$ cat src/rtl/i2s_tx.sv
// Mono I2S transmitter: takes one offset-binary sample per frame over valid/ready and
// serialises it, sign-converted and left-aligned, onto both slots with a one-BCLK delay.
module i2s_tx #(
  parameter int unsigned IN_WIDTH   = 20,
  parameter int unsigned SLOT_WIDTH = 24,
  parameter int unsigned BCLK_DIV   = 4
) (
  input  logic                clk,
  input  logic                reset,
  input  logic [IN_WIDTH-1:0] sample_in,
  input  logic                sample_valid,
  output logic                sample_ready,
  output logic                bclk,
  output logic                lrclk,
  output logic                sdata,
  output logic                underrun
);

  localparam int unsigned CntW     = (BCLK_DIV > 1) ? $clog2(BCLK_DIV) : 1;
  localparam int unsigned FrameLen = 2 * SLOT_WIDTH;
  localparam int unsigned PosW     = $clog2(FrameLen);

  logic [CntW-1:0]       cnt_q, cnt_d;
  logic                  bclk_q, bclk_d;
  logic [PosW-1:0]       pos_q, pos_d;
  logic                  lrclk_q, lrclk_d;
  logic                  sdata_q, sdata_d;
  logic                  ready_q, ready_d;
  logic                  underrun_q, underrun_d;
  logic                  full_q, full_d;
  logic [SLOT_WIDTH-1:0] hold_q, hold_d;
  logic [SLOT_WIDTH-1:0] last_q, last_d;
  logic [FrameLen-1:0]   shreg_q, shreg_d;

  logic [IN_WIDTH-1:0]   signed_in;
  logic [SLOT_WIDTH-1:0] conv_word;
  logic [SLOT_WIDTH-1:0] load_word;
  logic [PosW-1:0]       pos_next;
  logic                  terminal, fall, load, accept;

  // Flipping the MSB turns the offset-binary mixer sum into two's complement.
  assign signed_in = {~sample_in[IN_WIDTH-1], sample_in[IN_WIDTH-2:0]};

  if (SLOT_WIDTH >= IN_WIDTH) begin : g_pad
    assign conv_word = SLOT_WIDTH'(signed_in) << (SLOT_WIDTH - IN_WIDTH);
  end else begin : g_trunc
    assign conv_word = signed_in[IN_WIDTH-1 -: SLOT_WIDTH];
  end

  assign terminal  = (cnt_q == CntW'(BCLK_DIV - 1));
  assign fall      = terminal && bclk_q;
  assign pos_next  = (pos_q == PosW'(FrameLen - 1)) ? '0 : pos_q + PosW'(1);
  assign load      = fall && (pos_next == PosW'(1));
  assign accept    = sample_valid && ready_q;
  assign load_word = full_q ? hold_q : last_q;

  always_comb begin
    cnt_d   = terminal ? '0 : cnt_q + CntW'(1);
    bclk_d  = terminal ? ~bclk_q : bclk_q;
    pos_d   = pos_q;
    lrclk_d = lrclk_q;
    sdata_d = sdata_q;
    shreg_d = shreg_q;
    last_d  = last_q;
    if (fall) begin
      pos_d   = pos_next;
      lrclk_d = (pos_next >= PosW'(SLOT_WIDTH));
      if (load) begin
        sdata_d = load_word[SLOT_WIDTH-1];
        shreg_d = {load_word, load_word} << 1;
        last_d  = load_word;
      end else begin
        sdata_d = shreg_q[FrameLen-1];
        shreg_d = shreg_q << 1;
      end
    end
  end

  // Ready comes back one edge after the holding register empties; a load that finds it
  // empty repeats the last word and flags an underrun.
  always_comb begin
    underrun_d = load && !full_q;
    ready_d    = accept ? 1'b0 : !full_q;
    full_d     = full_q;
    hold_d     = hold_q;
    if (accept) begin
      full_d = 1'b1;
      hold_d = conv_word;
    end else if (load) begin
      full_d = 1'b0;
    end
  end

  always_ff @(posedge clk or posedge reset) begin
    if (reset) begin
      cnt_q      <= '0;
      bclk_q     <= 1'b0;
      pos_q      <= '0;
      lrclk_q    <= 1'b0;
      sdata_q    <= 1'b0;
      ready_q    <= 1'b0;
      underrun_q <= 1'b0;
      full_q     <= 1'b0;
      hold_q     <= '0;
      last_q     <= '0;
      shreg_q    <= '0;
    end else begin
      cnt_q      <= cnt_d;
      bclk_q     <= bclk_d;
      pos_q      <= pos_d;
      lrclk_q    <= lrclk_d;
      sdata_q    <= sdata_d;
      ready_q    <= ready_d;
      underrun_q <= underrun_d;
      full_q     <= full_d;
      hold_q     <= hold_d;
      last_q     <= last_d;
      shreg_q    <= shreg_d;
    end
  end

  assign sample_ready = ready_q;
  assign bclk         = bclk_q;
  assign lrclk        = lrclk_q;
  assign sdata        = sdata_q;
  assign underrun     = underrun_q;

endmodule

$ cat config.mk
export PLATFORM = sky130hd
export DESIGN_NAME = i2s_tx
export DESIGN_NICKNAME = d
export VERILOG_FILES = /design/src/rtl/i2s_tx.sv
export SDC_FILE = /design/constraint.sdc
export NUM_CORES = 1
export LEC_CHECK = 0
export CAP_MARGIN = 20
export CORE_ASPECT_RATIO = 0.7
export CORE_MARGIN = 1
export CORE_UTILIZATION = 50
export CTS_CLUSTER_SIZE = 24
export DETAILED_ROUTE_END_ITERATION = 10
export MAX_ROUTING_LAYER = met4
export PLACE_DENSITY_LB_ADDON = 0.25
export SLEW_MARGIN = 5
export SYNTH_ARGS = -nofsm -noshare
export SYNTH_HDL_FRONTEND = slang
export SYNTH_SLANG_ARGS = --single-unit
$ cat constraint.sdc
create_clock -name clk -period 4.85 [get_ports clk]
set_input_delay 0.97 -clock clk [delete_from_list [all_inputs] [get_ports clk]]
set_output_delay 0.97 -clock clk [all_outputs]
set_load 0.005 [all_outputs]
Word-level counts from Yosys, hierarchy flattened

Cells that the tools add are included.

Add/sub/neg operators: 2
Magnitude comparators: 1
Eq/ne operators: 3
Muxes and demuxes: 8
Bitwise operators: 2
Reduce and logical (&&, ||, !) cells: 7

Operators with widths:

| kind                | number |
|---|---|
| $mux 48             | 1 |
| $mux 24             | 1 |
| $add 6x1->6 const B | 1 |
| $eq 6x1->1 const B  | 1 |
| $eq 6x6->1 const B  | 1 |
| $ge 6x5->1 const B  | 1 |
| $mux 6              | 1 |
| $logic_and 1x1->1   | 4 |
| $mux 1              | 4 |
| $add 2x1->2 const B | 1 |
| $eq 2x2->1 const B  | 1 |
| $mux 2              | 1 |
| $not 1->1           | 2 |
| $reduce_and 2->1    | 1 |
| $reduce_bool 2->1   | 1 |
| $logic_not 1->1     | 1 |

Bits in registers: 106
Bits of input ports: 23
Output and inout bits: 5
Word-level logic and storage cells: 34

Depth between registers and ports, before layout

Gate-level depths: netlist of the first run.

Depth in word-level cells: 6
Depth in mapped cells: 8
Gate-level depth less buffers: 6

Worst setup path before layout of the first run

OpenSTA, ideal clock, no wires.

Path kind: register to register
Start: register pos_q[0]
End: register shreg_q[25]
Library setup time: 0.138 ns
Arrival: 1.983 ns
Required time: 4.712 ns
Slack: 2.729 ns
Stages on the path, launching flop included: 8
Path buffers: 2
Cells stage by stage: dfrtp_1 ha_1 a311o_1 a2111o_1 nand2_2 buf_6 buf_6 o211ai_1

Cells in the longest elaborated chain, start to end: 5
Elaborated cells between the ends (all ways): 6
Those cells by class: add/sub (1); eq/ne (2); mux (2); reduce/logical (1)

RTL lines:

| element                                   | line | RTL |
|---|---|---|
| start, declared                           | 25   | `logic [PosW-1:0] pos_q, pos_d;` |
| start signal, assigned                    | 110  | `pos_q <= pos_d;` |
| $add 6x1->6 or $eq 6x6->1 (tied branches) | 52   | `assign pos_next = (pos_q == PosW'(FrameLen - 1)) ? '0 : pos_q + PosW'(1);` |
| $mux 6 *                                  | 52   |  |
| $eq 6x1->1 *                              | 53   | `assign load = fall && (pos_next == PosW'(1));` |
| $logic_and 1x1->1 *                       | 53   |  |
| $mux 48 *                                 | 68   | `if (load) begin` |
| end signal, assigned                      | 118  | `shreg_q <= shreg_d;` |
| end, declared                             | 33   | `logic [FrameLen-1:0] shreg_q, shreg_d;` |

Mark *: on every way between the ends. The rest lies on a longest branch, timed or not.
A chain may end at the register's enable or synchronous reset.

Final worst setup path of the first run

Same ends and word-level chain as after synthesis.

==> impl_results.md, run 1 <==
- # IOs: 28
- Count of final hold-check violations: 0
- Clock share of power: between 40% and 50%
- Sw Pwr: ~0.43 mW
- CTS resizes: 0
- Final worst-path cycle share: 57.1%
- Fin. max-slew vios: 0
- Synth-to-layout area growth: 14.9%
- Met2 routed WL: 3870 um
- First-pass DRT Iterations: 4
- Clk pin slew, worst setup/hold paths: around 70 ps
- F_max: approximately 360 MHz
- WL final: 8680 um
- Setup TNS: 0 ps
- # clock sinks: approximately 110
- Clock skew: 6.36 ps
- Cell at the slowest stage of the critical path: nand2_2
- Worst rel slew slack: a little under half
- Seq/Total Area, Yosys: a little under three fifths
- Tightest Hold Check Type: reg -> reg
- Detailed-placement wirelength estimate: 5490 um
- RSZ-0062 raised after global routing: no
- Fraction of registers with async set/reset: 100%
- Crit path time final: between 2000 and 3000 ps
- Synth top area cells: dfrtp_1, o311a_1, nand2b_1, mux2_2, mux2i_1
- Synth warnings: 0
- P_int: between 1.5 and 2 mW
- WHS Path Cells: 1
- Die footprint: ~9800 um2
- Wire per inst: 16.6 um
- #FFs+latches synth: 105
- First-pass GRT wire length: 15400 um
- Crit path cell chain: ha_1 -> a311o_1 -> a2111o_1 -> nand2_2 -> buf_16 -> o211ai_1
- Via-to-Cell Ratio: 5.69
- Crit Path Category: reg -> reg
- WP depth: 6
- Largest net degree at the start of global routing: 57
- DR iter-0 viols: 143
- Clk Latency, worst-skew pair: ~350 ps
- Final core occ: about three fifths
- Met3 WL: around 400 um
- Nets: 421
- Syn Area/Cell: roughly 12 um2
- Die Span X: about 120 um
- WL met1: 4320 um
- # port buffers: 27
- Synth cell count leaders: dfrtp_1, nand2b_1, o311a_1
- Tot GR Track Use: about a fifth
- Logic pwr share: a little under a tenth
- Buffers & Inverters on Critical Path: 1
- Seq pwr share: approximately half
- Leak: roughly 2.5 nW
- CP required: slightly above 5000 ps
- Final setup viols: 0
- DRC errors left: 0
- Max FO, Critical Path: 36
- EDFF count, synth: 0
- Clock Root Buffer: clkbuf_16
- Distinct cells, synth: 41
- CTS HTree Levels: 3
- Post-Synthesis Cells: 380
- Share of layout cells above drive strength 1: between 10% and 20%
- Syn Nets: 406
- Core area: about 9100 um2
- R2R cell count: 6
- Initial Util: roughly 52%
- Critical path's largest stage delay: around 600 ps
- Switch share: 21.1%
- Crit end category: register
- Vias in the first global route: slightly above 3000
- CTS Buf Count: 9
- Final ANT Viol Nets: 0
- Pwr dens: 377 nW/um2
- Post-synth top area cell: dfrtp_1
- Clock tree buffer depth: 2
- Die H: around 83 um
- CP Launch Type: register
- Initial antenna violation count: 0
- Overflow after GRT: 0
- Via count: about 3000
- CP top delay family: compound AO/OA/AOI/OAI gates
- Data arrival, critical path: 2990 ps
- Most frequent cell after synthesis: dfrtp_1
- ANT cells: 0
- RePlAce Congestion: 0.716
- Row Count: 29
- Number of post-CTS setup repair buffers: 0
- Slew @ Worst Pin: around 800 ps
- Top sig layer: met4
- Outcome: completed
- Max VDD drop: 0.187 mV
- Hold-fix buffer count after cts: 0
- CTS tree: built
- Ys flop type: dfrtp_1
- Max Cap Viol: 0
- Post-synth top area share: between 50 and 60%
- Fill cell count: about 750
- Synth Cell Area: approximately 4700 um2
-- worst paths after layout --
path                                from           to  slack (ps)
max in group asynchronous          reset    hold_q[9]        3010
min in group asynchronous          reset   shreg_q[5]        1030
worst max register to register  pos_q[0]  shreg_q[25]        2080
worst max-delay path            pos_q[0]  shreg_q[25]        2080
worst min register to register  cnt_q[0]     cnt_q[0]         430
worst min-delay path            cnt_q[0]     cnt_q[0]         430
-- final cells by class --
class,count,area (um2),share of cell area [%]
flip-flops and latches,105,2630,48.6
inverters,5,21.3,0.393
clock inverters,6,105,1.94
repair buffers,35,358,6.62
clock buffers,10,239,4.42
well taps,124,155,2.87
multi-input cells,239,1900,35.2
-- flip-flops by register name, indices dropped and copies added (netlist names) --
register	cells
underrun	1
hold_q	20
last_q	24
shreg_q	47
sample_ready	1
cnt_q	2
pos_q	6
full_q	1
bclk	1
lrclk	1
sdata	1
-- placed cells by master (no fill, tap or decap), types with 3 or more instances in the layout --
master           instances
buf_4                    6
dfrtp_1                105
mux2i_1                 20
and2_1                   7
clkinv_2                 3
inv_1                    4
clkdlybuf4s50_1         27
o21a_1                  20
a211oi_1                 4
o21ai_1                 20
bufinv_16                3
o311a_1                 40
a21boi_0                 4
nand2b_1                40
mux2_2                  20
a311o_1                  7
nor2_1                   7
nand2_1                 14
clkbuf_16                9
o21ai_0                  7
ha_1                     3
-- routing by layer --
metal  GRT usage, %  up-vias
li1               -     1443
met1           28.4     1481
met2           30.3       46
met3           5.56        9
met4           5.94        0
met5              -        -
-- through the flow --
step / hold slack [ps] / power [mW] / worst slack [ps] / instance area (um2) / cells
after detailed placement: 428 / 1.23 / 2060 / 5050 / 507
after global routing: 454 / 2.13 / 1930 / 5410 / 524
after global placement: 414 / 1.22 / 1920 / 5020 / 506
after CTS: 437 / 2.06 / 2070 / 5390 / 523
final: 433 / 2.04 / 2080 / 5410 / 524
after floorplan: 403 / 1.17 / 1120 / 4700 / 380
-- kinds of logic after synthesis --
family | Yosys count | share of synthesized area, %
DFF | 105 | 55.9
buffers and inverters | 36 | 4.07
and+or+nand+nor | 78 | 9.44
AOI/OAI and AO/OA | 115 | 20.1
adders and majority gates | 3 | 0.798
muxes | 40 | 9.04
xor gates and xnor gates | 3 | 0.718
-- power groups by stage --
stage	clock network, mW	registers (mW)	logic [mW]
after floorplan	0	1.02	0.154
after global placement	0	1.04	0.186
after detailed placement	0	1.04	0.194
after CTS	0.846	1.02	0.195
after global routing	0.879	1.03	0.215
final	0.822	1.02	0.192
Power figures use the tool's default switching activity.
==> run 2, diff against run 1 <==
==> constraint.sdc (replaced) <==
create_clock -name clk -period 2.7 [get_ports clk]
set_input_delay 0.54 -clock clk [delete_from_list [all_inputs] [get_ports clk]]
set_output_delay 0.54 -clock clk [all_outputs]
set_load 0.005 [all_outputs]
==> run 2 against run 1 <==
Compared with the run above:
- die area unchanged
- total power increased by 67%
- clock-buffer cell count unchanged
- non-clock buffer count increased by 4
- highest routed layer unchanged
- hold slack got worse by 10 ps
- cell area increased by 0.30%
- critical endpoint is now shreg_q[26]
- sequential share of layout area decreased by 0.15 points
==> impl_results.md, run 2 (synthesized netlist as in run 1, its figures left out) <==
- Outcome: completed
- Largest net degree at the start of global routing: about 110
- Clock tree buffer depth: 2
- Crit end category: register
- Max Cap Viol: 0
- Vias in the first global route: about 3000
- Share of layout cells above drive strength 1: between 10% and 20%
- ANT cells: 0
- Worst slack at placement: 264 ps
- Count of final hold-check violations: 0
- Cells after DPL: a little over 500
- First-pass DRT Iterations: 4
- Initial antenna violation count: 0
- Crit path time final: approximately 2500 ps
- Core area: between 9000 and 10000 um2
- CTS tree: built
- CP Launch Type: register
- Nets: around 430
- Most common cell after layout, fill and taps aside: dfrtp_1
- Synth-to-layout area growth: 15.3%
- Tot GR Track Use: between 10% and 20%
- Via count: between 3000 and 4000
- First-pass GRT wire length: 14800 um
- Pwr dens: 626 nW/um2
- Max FFs per register: 47
- Biggest regs: shreg_q: 47 flops, last_q: 24 flops, hold_q: 20 flops
- Number of post-CTS setup repair buffers: 0
- Clk pin slew, worst setup/hold paths: roughly 70 ps
- Total Power: approximately 3.4 mW
- # clock sinks: 105
- Tightest Hold Check Type: reg -> reg
- Fin. max-slew vios: 0
- F_max: 401 MHz
- WL final: a little under 9000 um
- CTS Buf Count: 9
- CP required: 2920 ps
- Max FO, Critical Path: 7
- # IOs: 28
- Crit Path Category: reg -> reg
- Worst rel slew slack: between 50% and 60%
- Final worst-path cycle share: 92.3%
- Post-route setup slack: approximately 210 ps
- Hold_ws: around 420 ps
- Final ANT Viol Nets: 0
- Clock Root Buffer: clkbuf_16
- Largest reg by FF count: shreg_q
- DRC errors left: 0
- Max VDD drop: 0.316 mV
- Setup TNS: 0 ps
- Leak: 2.52 nW
- Hold-fix buffer count after cts: 0
- Die H: roughly 83 um
- Post-DP Area: 5140 um2
- Final core occ: around three fifths
- Via-to-Cell Ratio: around 5.7
- RSZ-0062 raised after global routing: no
- Clock skew: approximately 8.8 ps
- CTS HTree Levels: 3
- Most frequent cells in the layout: dfrtp_1, nand2b_1, o311a_1, clkdlybuf4s50_1
- Final non-filler cell total: 528
- Data arrival, critical path: 2710 ps
- Clk Latency, worst-skew pair: approximately 340 ps
- DR iter-0 viols: between 150 and 200
- Wire per inst: about 16 um
- Initial Util: 51.7%
- Overflow after GRT: 0
- Die Span X: around 120 um
- Row Count: 29
- Detailed-placement wirelength estimate: 5350 um
- Final setup viols: 0
- RePlAce Congestion: between 0.7 and 0.8
- # port buffers: 27
- Die footprint: approximately 10000 um2
- Slew @ Worst Pin: 710 ps
- Cell area after layout: 5420 um2
- CTS resizes: 0
==> run 2: changes by cell type in the layout (fill, tap and decap cells not counted), sizes merged <==
cell,previous run,this run
buf,8,12
bufinv,3,0
clkinvlp,0,3
==> run 2: critical path, stage by stage, from the launching register on <==
cell and delay [ps]:
dfrtp_1 450, ha_1 300, a311o_1 420, a2111oi_4 540, nor2_1 250, a311o_1 410
==> run 2: path summary, 6_finish.rpt <==
| kind | start | to | slack [ps] | cells past startpoint |
|---|---|---|---|---|
| max | pos_q[0] | shreg_q[26] | 210 | 5 |
| min | cnt_q[0] | cnt_q[0] | 420 | 1 |
| max reg2reg | pos_q[0] | shreg_q[26] | 210 | 5 |
| min reg2reg | cnt_q[0] | cnt_q[0] | 420 | 1 |
| max in group asynchronous | reset | last_q[13] | 1550 | 3 |
| min in group asynchronous | reset | underrun | 680 | 3 |
==> run 2: routing by layer <==
metal | vias to the layer above | track usage [%] | wire length [um] | share of wire (%)
li1 | 1448 | - | - | -
met2 | 57 | 28.0 | 3900 | 45
met1 | 1506 | 28.4 | 4260 | 49
met5 | - | - | 0 | 0
met3 | 8 | 5.36 | 402 | 4.7
met4 | 0 | 5.48 | 85 | 0.98
==> run 2: cell type report <==
type / count / area (um2)
repair buffers: 39 / 435
clock buffers: 10 / 239
flip-flops and latches: 105 / 2630
multi-input cells: 239 / 1900
inverters: 5 / 22.5
fillers: 736 / 3680
clock inverters: 6 / 42.5
well taps: 124 / 155
==> run 2: power by group <==
part	internal, mW	leakage (nW)	switching (mW)
clock network	0.652	0.135	0.562
registers	1.74	1.34	0.0911
logic	0.225	1.04	0.125
total	2.62	2.52	0.778
==> run 3, diff against run 2 <==
--- a/config.mk
+++ b/config.mk
@@ -11,6 +11,7 @@
 export CORE_UTILIZATION = 50
 export CTS_CLUSTER_SIZE = 24
 export DETAILED_ROUTE_END_ITERATION = 10
+export DONT_BUFFER_PORTS = 1
 export MAX_ROUTING_LAYER = met4
 export PLACE_DENSITY_LB_ADDON = 0.25
 export SLEW_MARGIN = 5
==> run 3 against run 2 <==
Compared with the run above:
- register-to-register slack better by 30 ps
- largest power group unchanged
- clock-buffer cell count stayed put
- die area stayed put
- core utilization is 3.5 points lower
- total power is 3.9% lower
- hold slack worse by 290 ps
==> impl_results.md, run 3 (synthesized netlist as in run 1, its figures left out) <==
- Outcome: completed
- Most common cell after layout, fill and taps aside: dfrtp_1
- Post-route setup slack: 238 ps
- F_max: slightly above 400 MHz
- Die H: about 83 um
- Worst slack at placement: 273 ps
- M1 GR Usage: between 20% and 30%
- Worst rel slew slack: between 50% and 60%
- ANT cells: 0
- Post-DP Area: roughly 4900 um2
- Initial antenna violation count: 0
- Fin. max-slew vios: 0
- Max FO, Critical Path: 15
- Clk Latency, worst-skew pair: 340 ps
- Max Cap Viol: 0
- Cell area after layout: 5110 um2
- CTS resizes: 0
- Detailed-placement wirelength estimate: ~5400 um
- Most used routing layer in global routing: met1
- CTS tree: built
- Initial Util: 51.7%
- Share of layout cells above drive strength 1: approximately 14%
- Largest net degree at the start of global routing: 80
- Final setup viols: 0
- WL final: roughly 8600 um
- Crit path time final: about 2500 ps
- Wire per inst: between 15 and 20 um
- # port buffers: 0
- Largest reg by FF count: shreg_q
- Crit end category: register
- Clock skew: roughly 8.2 ps
- Final worst-path cycle share: around nine tenths
- Hold-fix buffer count after cts: 0
- RePlAce Congestion: approximately 0.8
- CP required: between 2000 and 3000 ps
- Die Span X: 118 um
- Fill cell count: between 700 and 800
- CTS Buf Count: 9
- Via count: 2904
- Overflow after GRT: 0
- Core area: approximately 9100 um2
- Slew @ Worst Pin: around 610 ps
- Clock Root Buffer: clkbuf_16
- Count of final hold-check violations: 0
- First-pass DRT Iterations: 4
- Synth-to-layout area growth: 8.56%
- M3 GR Usage: under 10%
- Data arrival, critical path: between 2000 and 3000 ps
- Number of post-CTS setup repair buffers: 0
- CTS HTree Levels: 3
- Max FFs per register: between 40 and 50
- Max VDD drop: 0.362 mV
- CP Launch Type: register
- Most frequent cells in the layout: dfrtp_1, nand2b_1, o311a_1
- Final ANT Viol Nets: 0
- DR iter-0 viols: approximately 150
- Via-to-Cell Ratio: between 5 and 6
- Clock tree buffer depth: 2
- Pwr dens: approximately 640 nW/um2
- Tot GR Track Use: roughly a fifth
- # clock sinks: ~110
- Crit Path Category: reg -> reg
- Die footprint: 9810 um2
- # IOs: 28
- Vias in the first global route: between 2000 and 3000
- Biggest regs: shreg_q: 47 flops, last_q: 24 flops, hold_q: 20 flops
- Clk pin slew, worst setup/hold paths: around 60 ps
- Setup TNS: 0 ps
- First-pass GRT wire length: around 14000 um
- Total Power: approximately 3.3 mW
- DRC errors left: 0
- RSZ-0062 raised after global routing: no
- Nets: ~400
- Row Count: 29
- Tightest Hold Check Type: in -> async
- Met2 Use GR: a little over a quarter
- Leak: about 2.4 nW
-- run 3: final cells by class --
| type | instances | area (um2) | area share [%] |
|---|---|---|---|
| inverters | 5 | 22.5 | 0.441 |
| repair buffers | 15 | 163 | 3.18 |
| clock inverters | 2 | 10.0 | 0.196 |
| clock buffers | 10 | 229 | 4.48 |
| well taps | 124 | 155 | 3.04 |
| flip-flops and latches | 105 | 2630 | 51.4 |
| multi-input cells | 239 | 1900 | 37.2 |
-- run 3: critical path: stages (launching register included) --
cell,delay (ps)
dfrtp_1,450
ha_1,310
a311o_1,430
a2111oi_4,420
buf_4,330
o21ai_0,220
o311a_1,180
-- run 3: path summary, 6_finish.rpt --
kind	startpoint	end	slack (ps)	cells past startpoint
hold reg to reg	cnt_q[0]	cnt_q[0]	420	1
hold / removal	reset	lrclk	130	1
setup reg to reg	pos_q[0]	shreg_q[38]	240	6
min in group clk	sample_valid	sample_ready	280	1
setup / recovery	pos_q[0]	shreg_q[38]	240	6
max in group asynchronous	reset	shreg_q[20]	1780	2
-- run 3: stage by stage --
stage,util (%),hold WS (ps),instances
after floorplan,-,403,380
after global placement,53.5,414,488
after detailed placement,53.5,418,488
after CTS,56.1,144,500
after global routing,56.1,177,500
final,56.1,133,500
-- run 3: layer usage --
| metal | vias to the layer above | wire length [um] |
|---|---|---|
| met5 | - | 0 |
| met4 | 0 | 71 |
| met3 | 7 | 323 |
| met2 | 49 | 3770 |
| met1 | 1454 | 4420 |
| li1 | 1394 | - |
-- run 3: report_power, final --
| group | internal, mW | switching, mW | leakage (nW) |
|---|---|---|---|
| Clock | 0.601 | 0.514 | 0.120 |
| Combinational | 0.194 | 0.127 | 0.941 |
| Sequential | 1.74 | 0.0846 | 1.34 |
| Total | 2.53 | 0.726 | 2.40 |
